==> src/rtl/udp_deframer.sv <==
// UDP deframer: strips the 8-byte UDP header from an IPv4 payload stream and
// forwards the datagram payload. Optional destination-port filter: UDP_DEFRAMER_PORT_FILTER_EN.
module udp_deframer #(
  parameter logic [15:0] LISTEN_PORT = 16'd0
) (
  input  logic        clk,
  input  logic        sresetn,
  input  logic [31:0] axis_i_tdata,
  input  logic        axis_i_tvalid,
  input  logic        axis_i_tlast,
  output logic        axis_i_tready,
  input  logic [15:0] axis_i_length,
  input  logic [7:0]  axis_i_protocol,
  input  logic [31:0] axis_i_src_ip,
  input  logic [31:0] axis_i_dst_ip,
  output logic [31:0] axis_o_tdata,
  output logic        axis_o_tvalid,
  output logic        axis_o_tlast,
  input  logic        axis_o_tready,
  output logic [15:0] axis_o_length,
  output logic [15:0] axis_o_src_port,
  output logic [15:0] axis_o_dst_port,
  output logic [31:0] axis_o_src_ip,
  output logic [31:0] axis_o_dst_ip,
  output logic        drop
);

  localparam int AXIS_BYTES = 4;
  localparam logic [7:0]  PROTO_UDP   = 8'd17;
  localparam logic [15:0] UDP_HDR_LEN = 16'd8;

  typedef logic [AXIS_BYTES*8-1:0] word_t;
  typedef enum logic [1:0] {HDR0, HDR1, PAYLOAD, DROP} state_t;

  state_t state, state_nxt;
  logic   drop_nxt;
  logic   drop_armed, drop_armed_nxt;
  logic   load_hdr0, load_len;
  logic   in_hs;
  logic   port_reject;
  logic   len_bad;
  word_t  in_word;
  logic [15:0] hdr_src_port, hdr_dst_port, hdr_udp_len;

  assign in_word = axis_i_tdata;

  // Header fields arrive in network byte order, byte 0 in the low lane.
  assign hdr_src_port = {in_word[7:0],   in_word[15:8]};
  assign hdr_dst_port = {in_word[23:16], in_word[31:24]};
  assign hdr_udp_len  = {in_word[7:0],   in_word[15:8]};

  assign len_bad = (hdr_udp_len < UDP_HDR_LEN) || (hdr_udp_len > axis_i_length);
  assign in_hs   = axis_i_tvalid && axis_i_tready;

`ifdef UDP_DEFRAMER_PORT_FILTER_EN
  assign port_reject = (hdr_dst_port != LISTEN_PORT);
`else
  logic unused_listen_port;
  assign unused_listen_port = ^LISTEN_PORT;
  assign port_reject        = 1'b0;
`endif

  assign axis_o_tdata = in_word;

  // NOTE: every signal driven here gets a default first so no path leaves it
  // unassigned; otherwise synthesis would infer a latch.
  always_comb begin
    state_nxt      = state;
    drop_nxt       = 1'b0;
    drop_armed_nxt = drop_armed;
    load_hdr0      = 1'b0;
    load_len       = 1'b0;
    axis_i_tready  = 1'b1;
    axis_o_tvalid  = 1'b0;
    axis_o_tlast   = 1'b0;

    case (state)
      HDR0: begin
        if (in_hs) begin
          load_hdr0 = 1'b1;
          if (axis_i_tlast) begin
            drop_nxt = 1'b1;
          end else if ((axis_i_protocol != PROTO_UDP) || port_reject) begin
            state_nxt      = DROP;
            drop_armed_nxt = 1'b1;
          end else begin
            state_nxt = HDR1;
          end
        end
      end

      HDR1: begin
        if (in_hs) begin
          if (len_bad) begin
            // Pulse now; the DROP state must not pulse a second time.
            drop_nxt       = 1'b1;
            drop_armed_nxt = 1'b0;
            state_nxt      = axis_i_tlast ? HDR0 : DROP;
          end else if (axis_i_tlast) begin
            drop_nxt  = (hdr_udp_len != UDP_HDR_LEN);
            state_nxt = HDR0;
          end else begin
            load_len  = 1'b1;
            state_nxt = PAYLOAD;
          end
        end
      end

      PAYLOAD: begin
        axis_i_tready = axis_o_tready;
        axis_o_tvalid = axis_i_tvalid;
        axis_o_tlast  = axis_i_tlast;
        if (axis_i_tvalid && axis_o_tready && axis_i_tlast) begin
          state_nxt = HDR0;
        end
      end

      DROP: begin
        if (in_hs && axis_i_tlast) begin
          drop_nxt  = drop_armed;
          state_nxt = HDR0;
        end
      end

      default: state_nxt = HDR0;
    endcase
  end

  // NOTE: sequential state uses non-blocking assignments so every register
  // samples its inputs from before the edge, independent of statement order.
  always_ff @(posedge clk) begin
    if (!sresetn) begin
      state      <= HDR0;
      drop       <= 1'b0;
      drop_armed <= 1'b0;
    end else begin
      state      <= state_nxt;
      drop       <= drop_nxt;
      drop_armed <= drop_armed_nxt;
    end
  end

  // Sideband registers change only on header handshakes, so they hold for
  // the whole payload of the frame.
  always_ff @(posedge clk) begin
    if (!sresetn) begin
      axis_o_src_port <= '0;
      axis_o_dst_port <= '0;
      axis_o_src_ip   <= '0;
      axis_o_dst_ip   <= '0;
      axis_o_length   <= '0;
    end else begin
      if (load_hdr0) begin
        axis_o_src_port <= hdr_src_port;
        axis_o_dst_port <= hdr_dst_port;
        axis_o_src_ip   <= axis_i_src_ip;
        axis_o_dst_ip   <= axis_i_dst_ip;
      end
      if (load_len) begin
        axis_o_length <= hdr_udp_len - UDP_HDR_LEN;
      end
    end
  end

endmodule

==> config.mk <==
export PLATFORM = sky130hd
export DESIGN_NAME = udp_deframer
export DESIGN_NICKNAME = d
export VERILOG_FILES = /design/src/rtl/udp_deframer.sv
export SDC_FILE = /design/constraint.sdc
export NUM_CORES = 1
export LEC_CHECK = 0
export CAP_MARGIN = 0
export CORE_MARGIN = 2
export CORE_UTILIZATION = 44
export CTS_CLUSTER_SIZE = 25
export DETAILED_ROUTE_END_ITERATION = 7
export GPL_ROUTABILITY_DRIVEN = 0
export GPL_TIMING_DRIVEN = 0
export PLACE_DENSITY = 0.86
export SLEW_MARGIN = 30
export SYNTH_ARGS = -nofsm -noshare
export SYNTH_HDL_FRONTEND = slang
export SYNTH_SLANG_ARGS = --single-unit
==> constraint.sdc <==
create_clock -name clk -period 5 [get_ports clk]
set_input_delay 1 -clock clk [delete_from_list [all_inputs] [get_ports clk]]
set_output_delay 1 -clock clk [all_outputs]
set_load 0.005 [all_outputs]
==> reports/metrics.csv <==
metric,value,unit
crit_type,input pin to primary output,
synthDistinctLibCells,48,
avgRoutedWirePerCell,15.5,µm
cpMaxStageDelayCell,clkdlybuf4s50_1,
portBuffers,270,
synth_seq_cells,116,
min_from,axis_o_length[14],
cp_max_fo,10,
ys_seq_area_share,43.0,%
globalRouteOverflowTotal,0,
required,4000,ps
cts.sinks,116,
cts_buffers,17,
rows,40,
post_cts_buffers,0,
min_period_over_period,70.9,%
clockRootBuffer,clkbuf_16,
ioPinCount,273,
power_density,312,nW/µm²
n_antenna_cell,0,
clockBufferDepth,2,
ys_async_sr_fraction,0,%
fill_cells,922,
yosysMostFrequentCell,nand2_1,
hp-class,flip-flop to flip-flop,
netlist_area,5400,µm²
cpPeakStageDelay,520,ps
peakVddDrop,0.240,mV
tns,0,ps
timing.fmax,0.282,GHz
via_count,5458,
max_slew_margin,56.1,%
crit_family,buffers and inverters,
ys_warn_count,0,
syn_inst,657,
synth_ff_type,dfxtp_1,
area_growth,64.9,%
grt.total_usage,26.2,%
drt_iter0_markers,292,
dr.pass1.iters,4,
worstReg2RegStart,state[1],
cp_num_buf_inv,3,
whs,449,ps
drive_gt1_share,8.66,%
p_leak,3.51,nW
setup_viol,0,
clk_latency,420,ps
finalHoldViolCount,0,
postCtsHoldBufs,0,
synthTopCellsByArea,"dfxtp_1 (43%), nand2_1 (15%), a21boi_0 (14%)",
path_cells,clkdlybuf4s50_1 -> clkbuf_1 -> and3_1 -> clkdlybuf4s50_1,
startpoint,axis_i_tlast,
h-tree-depth,4,
core_region_area,12000,µm²
die_x,115,µm
dieHeight,115,µm
cap_violations,0,
tightest_slew,649,ps
die_area,13200,µm²
cpMostUsedCell,clkdlybuf4s50_1,
path_clk_slew,60,ps
vias_per_cell,4.94,
syn_avg_cell_area,8.22,µm²
rsz0062_at_grt,false,
initial_core_util,45.0,%
yosysTopAreaCell,dfxtp_1,
drv_slew,0,
grt_max_degree,17,
first_global_vias,5210,
antenna_violating_nets_post_route,0,
cp-start-kind,input pin,
wirelength,17200,µm
regArea,2320,µm²
yosys-top-cells-count,"nand2_1 (220), dfxtp_1 (116), a21boi_0 (98)",
dp_cells,1074,
skew,6.48,ps
end_kind,primary output,
antenna_found_initial,0,
synth_top_area_share,43.0,%
nNetsFinal,1088,
route.detailed.drc,0,
final_cells,1105,
cts_tree,yes,
period_minus_slack,3540,ps
grt_pass1_wl,26500,µm
syn-num-nets,799,
cts_resized,0,
multi_input_area,2580,µm²
synth-edff-count,0,
status,"finished, final reports clean",
cp_data_arrival_time,2540,ps
dp_hpwl,12900,µm
## kinds of logic after synthesis
| logic type | count (synthesis) | synth area share [%] |
|---|---|---|
| xor gates and xnor gates | 10 | 1.62 |
| buffers and inverters | 93 | 9.24 |
| muxes | 4 | 0.741 |
| adders and majority gates | 17 | 3.94 |
| DFF | 116 | 43.0 |
| AOI/OAI and AO/OA | 144 | 19.5 |
| and+or+nand+nor | 273 | 21.9 |
## final cells by class
cell class | count | area share [%]
inverters | 20 | 0.843
plain buffers | 73 | 4.76
repair buffers | 270 | 30.3
clock inverters | 8 | 1.36
well taps | 147 | 2.06
flip-flops and latches | 116 | 26.1
clock buffers | 23 | 5.59
multi-input cells | 448 | 29.0
## power breakdown
part | internal (W) | total (W) | leakage, nW | switching (W)
sequential | 0.000985 | 0.00101 | 0.950 | 0.0000296
combinational | 0.000287 | 0.000500 | 2.26 | 0.000213
clock | 0.000845 | 0.00126 | 0.305 | 0.000420
total | 0.00212 | 0.00278 | 3.51 | 0.000662
## path summary, 6_finish.rpt
check | end | slack (ps) | cells after the start
worst max-delay path | axis_o_tlast | 1460 | 4
worst max register to register | axis_o_src_port[9] | 2800 | 7
worst min register to register | axis_o_length[14] | 450 | 2
worst min-delay path | axis_o_length[14] | 450 | 2
## metal layers
| layer | global-route usage (%) | vias up | wire length, µm |
|---|---|---|---|
| met4 | 10.7 | 0 | 388 |
| met5 | 0 | - | 0 |
| met1 | 30.3 | 2496 | 6950 |
| met2 | 44.2 | 200 | 8370 |
| met3 | 9.33 | 30 | 1450 |
| li1 | - | 2732 | - |
## per-stage QoR
step / cell area [µm²] / setup WS [ps] / total power, W / util (%)
finish: 8910 / 1460 / 0.00278 / 74.2
global route: 8910 / 1370 / 0.00289 / 74.2
CTS: 8910 / 1470 / 0.00280 / 74.2
detailed placement: 8290 / 1360 / 0.00153 / 69.0
global placement: 8290 / 1390 / 0.00152 / 69.0
floorplan: 5400 / 2290 / 0.00122 / -
## flip-flops by register name, summed over array words and instances (netlist names)
| register | cells |
|---|---|
| axis_o_length | 16 |
| axis_o_src_ip | 32 |
| axis_o_dst_ip | 32 |
| drop_armed | 1 |
| axis_o_dst_port | 16 |
| state | 2 |
| drop | 1 |
| axis_o_src_port | 16 |
## cell usage in the layout (no fill, tap or decap), types with 8 or more instances in the layout
master and n:
nand2_1 220, clkbuf_1 33, buf_4 33, nor2_1 10, dfxtp_1 116, o211ai_1 8
inv_1 20, a21boi_0 98, ha_1 17, clkbuf_16 17, clkdlybuf4s50_1 270, o21ai_0 8
## tightest hold or removal path: stages, from the launching register on
cell,delay (ps)
dfxtp_1,310
nand2_1,50
o21ai_1,50
Power figures use the tool's default switching activity.
